## src/rtl/pair_triple_pkg.sv

```systemverilog
// Shared types and constants for the pair/triple event counter.
package pair_triple_pkg;

    typedef enum logic [1:0] {
        IDLE    = 2'd0,
        QUAL_HI = 2'd1,
        ACTIVE  = 2'd2,
        QUAL_LO = 2'd3
    } state_t;

    localparam logic [1:0] MODE_PC   = 2'd0;
    localparam logic [1:0] MODE_ACT  = 2'd1;
    localparam logic [1:0] MODE_CNT  = 2'd2;
    localparam logic [1:0] MODE_HOLD = 2'd3;

    // Segments g..a, active-high; entry 0 is the rightmost element.
    localparam logic [15:0][6:0] SEG_TABLE = {
        7'h71, 7'h79, 7'h5E, 7'h39,
        7'h7C, 7'h77, 7'h6F, 7'h7F,
        7'h07, 7'h7D, 7'h6D, 7'h66,
        7'h4F, 7'h5B, 7'h06, 7'h3F
    };

endpackage

```

## src/rtl/seg7_hex_decoder.sv

```systemverilog
// Hex nibble to seven-segment pattern, purely combinational.
module seg7_hex_decoder (
    input  logic [3:0] value,
    output logic [6:0] seg
);
    import pair_triple_pkg::*;

    assign seg = SEG_TABLE[value];

endmodule

```

## src/rtl/pair_triple_event_counter.sv

```systemverilog
// Debounced pair-or-more detector with saturating event counter and
// seven-segment display, wrapped in the TinyTapeout user pinout.
module pair_triple_event_counter #(
    parameter int MAX_COUNT = 10_000_000,
    parameter int N_IN      = 3,
    parameter int THRESH    = 2,
    parameter int STABLE    = 3,
    parameter int CNT_W     = 4
) (
    input  logic       clk,
    input  logic       rst_n,
    input  logic       ena,
    input  logic [7:0] ui_in,
    output logic [7:0] uo_out,
    input  logic [7:0] uio_in,
    output logic [7:0] uio_out,
    output logic [7:0] uio_oe
);
    import pair_triple_pkg::*;

    localparam int PW  = (MAX_COUNT > 1) ? $clog2(MAX_COUNT) : 1;
    localparam int PCW = $clog2(N_IN + 1);
    localparam logic [PW-1:0]    PRE_LAST = PW'(MAX_COUNT - 1);
    localparam logic [CNT_W-1:0] CNT_MAX  = '1;
    localparam logic [3:0]       STB      = 4'(STABLE);

    logic [N_IN-1:0]  sw_m, sw_s, sample;
    logic [2:0]       ctl_m, ctl_s;
    logic [PW-1:0]    pre;
    logic             tick;
    logic [PCW-1:0]   pc;
    logic             hi;
    state_t           state, state_n;
    logic [3:0]       run, run_n;
    logic             inc, engaged;
    logic [CNT_W-1:0] cnt;
    logic [1:0]       mode;
    logic             clr;
    logic [3:0]       digit, shown;
    logic [6:0]       seg;
    logic             unused_bits;

    assign unused_bits = ^{ui_in, uio_in[7:3]};
    assign uio_oe      = 8'hF0;
    assign clr         = ctl_s[2];
    assign mode        = ctl_s[1:0];

    always_ff @(posedge clk or negedge rst_n) begin
        if (!rst_n) begin
            sw_m  <= '0;
            sw_s  <= '0;
            ctl_m <= '0;
            ctl_s <= '0;
        end else begin
            sw_m  <= ui_in[N_IN-1:0];
            sw_s  <= sw_m;
            ctl_m <= uio_in[2:0];
            ctl_s <= ctl_m;
        end
    end

    assign tick = ena && (pre == PRE_LAST);

    always_ff @(posedge clk or negedge rst_n) begin
        if (!rst_n) begin
            pre    <= '0;
            sample <= '0;
        end else if (ena) begin
            pre <= tick ? '0 : pre + 1'b1;
            if (tick) sample <= sw_s;
        end
    end

    always_comb begin
        pc = '0;
        for (int i = 0; i < N_IN; i++) pc = pc + PCW'(sample[i]);
    end

    assign hi = (int'(pc) >= THRESH);

    always_ff @(posedge clk or negedge rst_n) begin
        if (!rst_n) begin
            state <= IDLE;
            run   <= '0;
        end else if (ena) begin
            state <= state_n;
            run   <= run_n;
        end
    end

    // run counts consecutive ticks that disagree with the settled level
    always_comb begin
        state_n = state;
        run_n   = run;
        if (tick) begin
            unique case (state)
                IDLE: if (hi) begin
                    if (STABLE == 1) state_n = ACTIVE;
                    else begin
                        state_n = QUAL_HI;
                        run_n   = 4'd1;
                    end
                end
                QUAL_HI: begin
                    if (!hi) begin
                        state_n = IDLE;
                        run_n   = '0;
                    end else if (run + 4'd1 >= STB) begin
                        state_n = ACTIVE;
                        run_n   = '0;
                    end else run_n = run + 4'd1;
                end
                ACTIVE: if (!hi) begin
                    if (STABLE == 1) state_n = IDLE;
                    else begin
                        state_n = QUAL_LO;
                        run_n   = 4'd1;
                    end
                end
                QUAL_LO: begin
                    if (hi) begin
                        state_n = ACTIVE;
                        run_n   = '0;
                    end else if (run + 4'd1 >= STB) begin
                        state_n = IDLE;
                        run_n   = '0;
                    end else run_n = run + 4'd1;
                end
                default: begin
                    state_n = IDLE;
                    run_n   = '0;
                end
            endcase
        end
    end

    always_comb begin
        inc     = (state_n == ACTIVE) && (state == IDLE || state == QUAL_HI);
        engaged = (state == ACTIVE) || (state == QUAL_LO);
    end

    always_ff @(posedge clk or negedge rst_n) begin
        if (!rst_n) cnt <= '0;
        else if (ena) begin
            if (clr) cnt <= '0;
            else if (inc && cnt != CNT_MAX) cnt <= cnt + 1'b1;
        end
    end

    // In hold mode the last shown digit simply stops updating
    always_comb begin
        unique case (mode)
            MODE_PC:  digit = 4'(pc);
            MODE_ACT: digit = {3'b000, engaged};
            MODE_CNT: digit = 4'(cnt);
            default:  digit = shown;
        endcase
    end

    seg7_hex_decoder u_dec (
        .value(digit),
        .seg  (seg)
    );

    always_ff @(posedge clk or negedge rst_n) begin
        if (!rst_n) begin
            shown   <= '0;
            uo_out  <= 8'h3F;
            uio_out <= 8'h00;
        end else if (ena) begin
            shown   <= digit;
            uo_out  <= {hi, seg};
            uio_out <= {4'(cnt), 4'b0000};
        end
    end

endmodule

```

## config.mk

```make
export PLATFORM = sky130hd
export DESIGN_NAME = pair_triple_event_counter
export DESIGN_NICKNAME = d
export VERILOG_FILES = /design/src/rtl/pair_triple_pkg.sv /design/src/rtl/seg7_hex_decoder.sv /design/src/rtl/pair_triple_event_counter.sv
export SDC_FILE = /design/constraint.sdc
export NUM_CORES = 1
export LEC_CHECK = 0
export ABC_AREA = 1
export BUFFER_PORTS_ARGS = -buffer_cell sky130_fd_sc_hd__clkbuf_2
export CORE_AREA = 2 2 104 106
export DETAILED_ROUTE_END_ITERATION = 8
export DIE_AREA = 0 0 106 108
export PLACE_DENSITY = 0.61
export SLEW_MARGIN = 20
export SYNTH_ARGS = -nofsm -noshare
export SYNTH_HDL_FRONTEND = slang
export SYNTH_SLANG_ARGS = --single-unit
```

## constraint.sdc

```tcl
create_clock -name clk -period 6 [get_ports clk]
set_input_delay 1.2 -clock clk [delete_from_list [all_inputs] [get_ports clk]]
set_output_delay 1.2 -clock clk [all_outputs]
set_load 0.1 [all_outputs]
```

==> flow_metrics.tcl, run 1 <==
set metrics [dict create \
    clk_pin_slew_ns 0.08 \
    ir_drop_v 0.000129 \
    ys_types 39 \
    grt_pass1_wl_um 12500 \
    synth_area_leader_cell "dfrtp_1" \
    synth_xor_area_frac 0.0225 \
    clock.fmax_mhz 351 \
    clock_path_buffers 2 \
    syn2layout_area_growth_pct 11.2 \
    num_rows 37 \
    fin_skew_ns 0.0104 \
    p_total_w 0.00106 \
    io_buffers 20 \
    synth_seq_cells 65 \
    rr_endpoint "uo_out[0]" \
    clockRootBuffer "clkbuf_8" \
    worstSetupStartpoint "ena" \
    min_period_ns 2.85 \
    synth_common_cells "nand2_1 (99), dfrtp_1 (59), inv_1 (44), nor2_1 (37), o21ai_0 (26)" \
    seq_area_frac_synth 0.466 \
    ant_nets 0 \
    die_area_mm2 0.0114 \
    h-tree-depth 3 \
    avgViaCountPerCell 4.81 \
    hold_buffers 0 \
    max_stage_delay_ns 0.43 \
    async_flop_share 1.00 \
    totalWireLength_um 7010 \
    drive_above_1_share 0.163 \
    initial_core_util 0.343 \
    synth.top_cell.area_share 0.421 \
    drc 0 \
    grt_start_max_net_pins 66 \
    synth_top_family_by_area "simple AND/OR/NAND/NOR gates" \
    endpoint "pre[15]" \
    cp.arrival_ns 3.13 \
    grt_overflow_total 0 \
    syn_area_mm2 0.00351 \
    place_hpwl_um 4950 \
    p_leak_nw 1.93 \
    design.core.area_mm2 0.0102 \
    fin_tns_setup_ns 0 \
    crit_type "in2reg" \
    final_util 0.381 \
    finalHoldViolCount 0 \
    final-max-slew-violation-count 0 \
    yosys-top-cells-area "dfrtp_1 (42%), nand2_1 (11%), inv_1 (4.7%)" \
    synth.most_common_cell "nand2_1" \
    cp_cell_sequence "clkbuf_2 -> inv_2 -> nor2_4 -> nand2_2 -> nor2_4 -> nand2_1 -> nor2_1 -> inv_2 -> nor3_2 -> o21ai_0 -> a21oi_1" \
    final.period_utilization 0.475 \
    syn_inst 420 \
    crit_slowest_cell "clkbuf_2" \
    r2r_slack_ns 3.60 \
    cts_resized 0 \
    first_pass_iters 5 \
    synth_adder_area_share 0.0449 \
    clkLatencyLatePin_ns 0.35 \
    chipHeight_um 108 \
    cts_sinks 65 \
    slew_headroom 0.475 \
    timing.rr.start "sample[0]" \
    synth-main-ff-cell "dfrtp_1" \
    start_kind "input pin" \
    grt_usage 0.137 \
    yosys_warnings 0 \
    grt_antenna_before_repair 0 \
    synth_edf_count 0 \
    gp_congestion 0.853 \
    tightest_slew_ns 0.788 \
    pwr_density_cell_mw_per_mm2 271 \
    setup_violations 0 \
    cts_tree "done" \
    dr.first_iter.drc_count 107 \
    status "finished, final reports clean" \
    cap_viol_max_count 0 \
    critical_path_required_ns 6.27 \
    cp-end-kind "register" \
    hold_path_class "reg2reg" \
    diodes 0 \
    fillers 1073 \
    reg2reg_depth 10 \
    numCtsBuffers 9 \
    rsz0062_at_grt "no" \
    dieWidth_um 106 \
    syn_avg_cell_area_um2 8.36 \
    cp_max_fo 26 \
    synthMuxAreaShare 0 \
    fin_nets 474 \
    synth-compound-area-share 0.0991 \
    wire_per_inst_um 12.0 \
    vias 2810 \
    io_pins 43 \
    grt_pass1_vias 2689 \
    cts_setup_buffers 0 \
    yosys.area_share.simple 0.278 \
]
==> power by group <==
group	switching, W	internal [W]	leakage [nW]	total [W]
logic	0.000132	0.0000372	1.03	0.000169
registers	0.0000332	0.000473	0.807	0.000506
clock network	0.000187	0.000194	0.0962	0.000381
total	0.000352	0.000704	1.93	0.00106
==> cell type report <==
cell class              instances  area [µm²]  share of cell area
flip-flops and latches         65        1630               0.419
multi-input cells             297        1610               0.411
inverters                      49         184              0.0471
well taps                     136         170              0.0436
clock buffers                   9         124              0.0318
repair buffers                 21         108              0.0276
clock inverters                 7        76.3              0.0196
==> state kept, by name (all words and copies together) (netlist names) <==
register	cells
ctl_m	3
ctl_s	3
cnt	4
uio_out	4
sw_m	3
pre	24
uo_out	8
sample	3
shown	4
sw_s	3
state	2
run	4
==> cells by family after synthesis <==
logic type | after synthesis
fa+ha+maj | 12
compound gates | 60
flops | 65
other cells | 2
simple gates | 204
buf+inv | 68
xor+xnor | 9
==> through the flow <==
step	instances	setup slack, ns	hold slack [ns]	area, µm²
2_1_floorplan	430	3.64	0.331	3550
3_3_place_gp	568	2.78	0.331	3700
3_5_place_dp	568	2.76	0.335	3700
4_1_cts	584	3.13	0.354	3900
5_1_grt	584	2.88	0.366	3900
6_report	584	3.15	0.351	3900
==> worst min path at each step <==
stage	from	to	slack [ns]	cells after the start
6_report	sw_m[1]	sw_s[1]	0.35	0
5_1_grt	sw_m[0]	sw_s[0]	0.37	0
3_3_place_gp	ctl_m[2]	ctl_s[2]	0.33	0
2_1_floorplan	ctl_m[0]	ctl_s[0]	0.33	0
4_1_cts	ctl_m[0]	ctl_s[0]	0.35	0
3_5_place_dp	sw_m[1]	sw_s[1]	0.33	0
==> cells in the final DEF (no fill, tap or decap), types with 2 or more instances in the layout <==
| master | instances |
|---|---|
| inv_6 | 2 |
| clkbuf_8 | 9 |
| o21ai_0 | 26 |
| clkbuf_2 | 20 |
| nand3_1 | 19 |
| a21oi_1 | 19 |
| dfstp_2 | 6 |
| dfrtp_1 | 59 |
| conb_1 | 12 |
| o21ai_1 | 2 |
| nor2_1 | 37 |
| nand3_2 | 4 |
| a31oi_1 | 2 |
| inv_1 | 44 |
| nand2_2 | 6 |
| clkinvlp_4 | 2 |
| inv_2 | 5 |
| nor2_2 | 4 |
| nor3_1 | 10 |
| ha_1 | 11 |
| nor2_4 | 3 |
| nor4_1 | 4 |
| nand4_1 | 12 |
| nor4_2 | 2 |
| nand2_1 | 99 |
| o211ai_1 | 3 |
| xnor2_1 | 3 |
| o21a_1 | 3 |
| xor2_1 | 6 |
==> routing by layer <==
| metal | wire length, µm | vias up | track usage |
|---|---|---|---|
| met1 | 3200 | 1340 | 0.173 |
| met4 | 124 | 0 | 0.0583 |
| met5 | 0 | - | 0 |
| li1 | - | 1386 | - |
| met2 | 3350 | 76 | 0.222 |
| met3 | 330 | 8 | 0.0356 |
==> critical path, delay by kind of cell <==
family / cells / cell delay [ns]
and+or+nand+nor: 6 / 0.84
buffers and inverters: 3 / 0.84
AOI/OAI and AO/OA: 2 / 0.25
No activity file was read; power rests on OpenSTA's default activity.
==> inputs of run 2 (changes only) <==
Clock period 6 ns to 2.8 ns, I/O delays scaled along.
==> flow_metrics.tcl, run 2 (synthesis results as in run 1) <==
set metrics [dict create \
    reg_top3 "pre: 24 flops, uo_out: 8 flops" \
    wl_met1_um 3250 \
    io_pins 43 \
    chipHeight_um 108 \
    fin_skew_ns 0.00892 \
    dp.cells 570 \
    totalWireLength_um 6900 \
    cts_resized 0 \
    maxUsedRoutingLayer "met4" \
    slew_headroom 0.630 \
    fin_tns_setup_ns 0 \
    cp_max_fo 8 \
    setup_violations 0 \
    dr.first_iter.drc_count 132 \
    cts_sinks 65 \
    cp-end-kind "register" \
    hold_buffers 0 \
    fin_cells 586 \
    rr_endpoint "uo_out[0]" \
    tightest_slew_ns 0.551 \
    grt_antenna_before_repair 0 \
    initial_core_util 0.343 \
    grt_pass1_wl_um 12000 \
    critical_path_required_ns 3.06 \
    clkLatencyLatePin_ns 0.34 \
    cts_setup_buffers 0 \
    die_area_mm2 0.0114 \
    status "finished, final reports clean" \
    timing.rr.start "sample[0]" \
    grt_usage 0.131 \
    gp_congestion 0.874 \
    dr_wl_met3_um 223 \
    drc 0 \
    diodes 0 \
    numCtsBuffers 9 \
    largest_reg_flops 24 \
    p_leak_nw 1.94 \
    clockRootBuffer "clkbuf_8" \
    io_buffers 20 \
    wire_per_inst_um 11.8 \
    pwr_density_cell_mw_per_mm2 554 \
    grt_pass1_vias 2701 \
    clock.fmax_mhz 418 \
    reg2reg_depth 10 \
    first_pass_iters 4 \
    rsz0062_at_grt "no" \
    clock_path_buffers 2 \
    fin_nets 476 \
    place_hpwl_um 4960 \
    vias 2779 \
    mostFrequentLayoutCells "nand2_1 (99), dfrtp_1 (59), inv_1 (44)" \
    r2r_slack_ns 0.41 \
    ir_drop_v 0.000265 \
    h-tree-depth 3 \
    met2_length_um 3240 \
    hold_path_class "in2async" \
    cap_viol_max_count 0 \
    regMostFlops "pre" \
    grt_start_max_net_pins 66 \
    num_rows 37 \
    final-max-slew-violation-count 0 \
    cp.arrival_ns 2.66 \
    clk_pin_slew_ns 0.07 \
    finalHoldViolCount 0 \
    syn2layout_area_growth_pct 11.2 \
    crit_type "reg2reg" \
    drive_above_1_share 0.162 \
    min_period_ns 2.39 \
    final.period_utilization 0.855 \
    start_kind "register" \
    layout_commonest_cell "nand2_1" \
    cts_tree "done" \
    dieWidth_um 106 \
    ant_nets 0 \
    avgViaCountPerCell 4.74 \
    design.core.area_mm2 0.0102 \
    grt_overflow_total 0 \
]
run 2: worst max-delay path by stage:
stage | cells past startpoint | from | slack [ns] | to
2_1_floorplan | 10 | sample[0] | 0.69 | uo_out[0]
3_3_place_gp | 10 | sample[0] | 0.46 | uo_out[0]
3_5_place_dp | 10 | sample[0] | 0.42 | uo_out[0]
4_1_cts | 10 | sample[0] | 0.39 | uo_out[0]
5_1_grt | 10 | sample[0] | 0.15 | uo_out[0]
6_report | 10 | sample[0] | 0.41 | uo_out[0]
run 2: critical path, stage by stage, from the launching register on:
cell and delay [ns]:
dfrtp_1 0.40, fa_1 0.50, nand3_1 0.10, o211ai_1 0.09
o21ai_1 0.32, inv_1 0.17, ha_1 0.28, inv_1 0.06
o21ai_0 0.09, o21bai_1 0.19, a31oi_1 0.13
run 2: area by class of cell:
class,count,area (µm²)
Clock buffer,13,159
Clock inverter,3,15.0
Fill cell,1043,6330
Inverter,49,184
Multi-Input combinational cell,297,1610
Sequential cell,65,1630
Tap cell,136,170
Timing Repair Buffer,23,135
run 2: report_power, final:
group	total (W)	internal [W]	leakage (nW)	switching, W
Combinational	0.000367	0.0000838	1.04	0.000284
Sequential	0.00108	0.00101	0.807	0.0000698
Clock	0.000711	0.000366	0.0932	0.000345
Total	0.00216	0.00146	1.94	0.000698
run 2: through the flow:
step | total power [W] | utilization | cell area (µm²) | hold WS [ns] | worst slack, ns
3_3_place_gp | 0.00146 | 0.364 | 3730 | 0.333 | 0.462
2_1_floorplan | 0.00140 | - | 3550 | 0.264 | 0.687
5_1_grt | 0.00227 | 0.381 | 3900 | 0.267 | 0.150
4_1_cts | 0.00219 | 0.381 | 3900 | 0.243 | 0.391
6_report | 0.00216 | 0.381 | 3900 | 0.230 | 0.406
3_5_place_dp | 0.00147 | 0.364 | 3730 | 0.335 | 0.422
run 2: routing by layer:
metal,vias to the layer above,track usage
met4,0,0.0742
met1,1323,0.162
met3,15,0.0271
met2,56,0.215
met5,-,0
li1,1385,-
==> inputs of run 3 (changes only) <==
Settings changed: CORE_AREA 2 2 104 106 to 2 2 92 94, DIE_AREA 0 0 106 108 to 0 0 94 96, PLACE_DENSITY 0.61 to 0.74, SKIP_LAST_GASP set to 1.
Clock period 2.8 ns to 2.1 ns, I/O delays scaled along.
==> flow_metrics.tcl, run 3 (synthesis results as in run 1) <==
set metrics [dict create \
    status "finished, final reports clean" \
    cp_max_fo 7 \
    multiInputGateArea_mm2 0.00167 \
    cpMostUsedCell "nand2_1" \
    diodes 0 \
    cp-end-kind "register" \
    gp_congestion 0.916 \
    p_total_w 0.00315 \
    design.core.area_mm2 0.00805 \
    ant_nets 0 \
    place_hpwl_um 4850 \
    initial_core_util 0.436 \
    clk_pin_slew_ns 0.07 \
    finalHoldViolCount 0 \
    vias 2825 \
    totalWireLength_um 6910 \
    grt_pass1_wl_um 11500 \
    fin_cells 567 \
    slew_headroom 0.634 \
    clockRootBuffer "clkbuf_8" \
    io_buffers 20 \
    numCtsBuffers 9 \
    final-max-slew-violation-count 0 \
    hold_path_class "in2async" \
    wire_per_inst_um 12.2 \
    chipHeight_um 96 \
    die_area_mm2 0.00902 \
    ir_drop_v 0.000535 \
    p_leak_nw 2.04 \
    cp.arrival_ns 2.32 \
    worstSetupStartpoint "sample[2]" \
    hold_ws_ns 0.0619 \
    rr_endpoint "uo_out[5]" \
    max_stage_delay_ns 0.59 \
    clkLatencyLatePin_ns 0.34 \
    mostFrequentLayoutCells "nand2_1 (97), dfrtp_1 (59), inv_1 (42)" \
    dieWidth_um 94 \
    grt_overflow_total 0 \
    fin_tns_setup_ns 0 \
    crit_type "reg2reg" \
    largest_reg_flops 24 \
    fillers 735 \
    tightest_slew_ns 0.552 \
    grt_use_met3 0.0235 \
    critPathBufInv 2 \
    layout_commonest_cell "nand2_1" \
    final.period_utilization 0.978 \
    start_kind "register" \
    pwr_density_cell_mw_per_mm2 772 \
    cap_viol_max_count 0 \
    h-tree-depth 3 \
    regMostFlops "pre" \
    dp.cells 549 \
    dr.first_iter.drc_count 204 \
    timing.rr.start "sample[2]" \
    grtUsageMet2 0.261 \
    io_pins 43 \
    fin_nets 488 \
    rsz0062_at_grt "yes" \
    critical_path_required_ns 2.36 \
    grt_use_met1 0.219 \
    fin_skew_ns 0.00988 \
    cts_tree "done" \
    cp_cell_sequence "fa_2 -> nand3_2 -> o211ai_1 -> o21ai_2 -> buf_6 -> buf_4 -> ha_1 -> nand2_1 -> nand2_1 -> nand2_1 -> a31oi_1" \
    final_util 0.506 \
    r2r_slack_ns 0.05 \
    clock_path_buffers 2 \
    crit_slowest_cell "fa_2" \
    clock.fmax_mhz 487 \
    reg2reg_depth 11 \
    drive_above_1_share 0.219 \
    grt-busiest-layer "met2" \
    first_pass_iters 5 \
    cts_sinks 65 \
    regArea_mm2 0.00163 \
    syn2layout_area_growth_pct 16.2 \
    avgViaCountPerCell 4.98 \
    crit_family "adder cells" \
    num_rows 33 \
    grt_start_max_net_pins 66 \
    reg_top3 "pre: 24 flops, uo_out: 8 flops" \
    grt_pass1_vias 2558 \
    drc 0 \
    grt_usage 0.163 \
    min_period_ns 2.05 \
    setup_violations 0 \
    grt_antenna_before_repair 0 \
]
## run 3: cell types whose count changed in the layout (fill, tap and decap cells not counted), moves of 2 or more
cell       delta
buf_4        +11
bufinv_16     +2
clkbuf_1      -2
clkinv_2      -2
ha_1          -4
ha_2          +2
ha_4          +2
inv_1         -2
inv_2         +2
nand2_1       -2
o21ai_0       -4
o21ai_1       +2
o21ai_2       +2
## run 3: final cells by class
class,count,share of cell area
Clock inverter,6,0.0221
Sequential cell,65,0.401
Clock buffer,10,0.0338
Inverter,49,0.0451
Multi-Input combinational cell,297,0.410
Timing Repair Buffer,35,0.0562
Tap cell,105,0.0322
## run 3: worst max path at each step
| stage | endpoint | slack (ns) | cells past startpoint |
|---|---|---|---|
| 2_1_floorplan | uo_out[0] | 0.1 | 10 |
| 3_3_place_gp | uo_out[0] | 0.06 | 10 |
| 3_5_place_dp | uo_out[0] | 0.01 | 10 |
| 4_1_cts | uo_out[3] | 0.05 | 10 |
| 5_1_grt | uo_out[5] | -0.04 | 11 |
| 6_report | uo_out[5] | 0.05 | 11 |
## run 3: power by group
group          internal, W  switching [W]  total [W]
logic             0.000125       0.000384   0.000509
registers          0.00135      0.0000944    0.00145
clock network     0.000704       0.000488    0.00119
total              0.00218       0.000967    0.00315
## run 3: worst register-to-register path, delay by kind of cell (launching register included)
| kind | cells | cell delay, ns |
|---|---|---|
| AND/OR/NAND/NOR | 4 | 0.23 |
| adder cells (fa/ha/maj) | 2 | 0.77 |
| buffers and inverters | 2 | 0.28 |
| flip-flops | 1 | 0.41 |
| AO/OA/AOI/OAI | 3 | 0.30 |
## run 3: metrics by stage
stage | instance area, µm² | worst slack [ns]
3_3_place_gp | 3770 | 0.0640
3_5_place_dp | 3770 | 0.0113
4_1_cts | 4000 | 0.0511
2_1_floorplan | 3550 | 0.0981
6_report | 4080 | 0.0467
5_1_grt | 4080 | -0.0448
## run 3: metal layers
layer / routed length [µm] / up-vias
met5: 0 / -
met4: 141 / 0
met3: 283 / 14
met2: 3250 / 79
met1: 3230 / 1317
li1: - / 1415
## run 3: timing repair
| item | 4_1_cts | 5_1_grt |
|---|---|---|
| gates cloned | 0 | 0 |
| resized for setup | 1 | 19 |
| setup endpoints to repair | 1 | 11 |
| pin swaps | 0 | 13 |
| hold buffers | 0 | 0 |
| setup buffers | 0 | 2 |
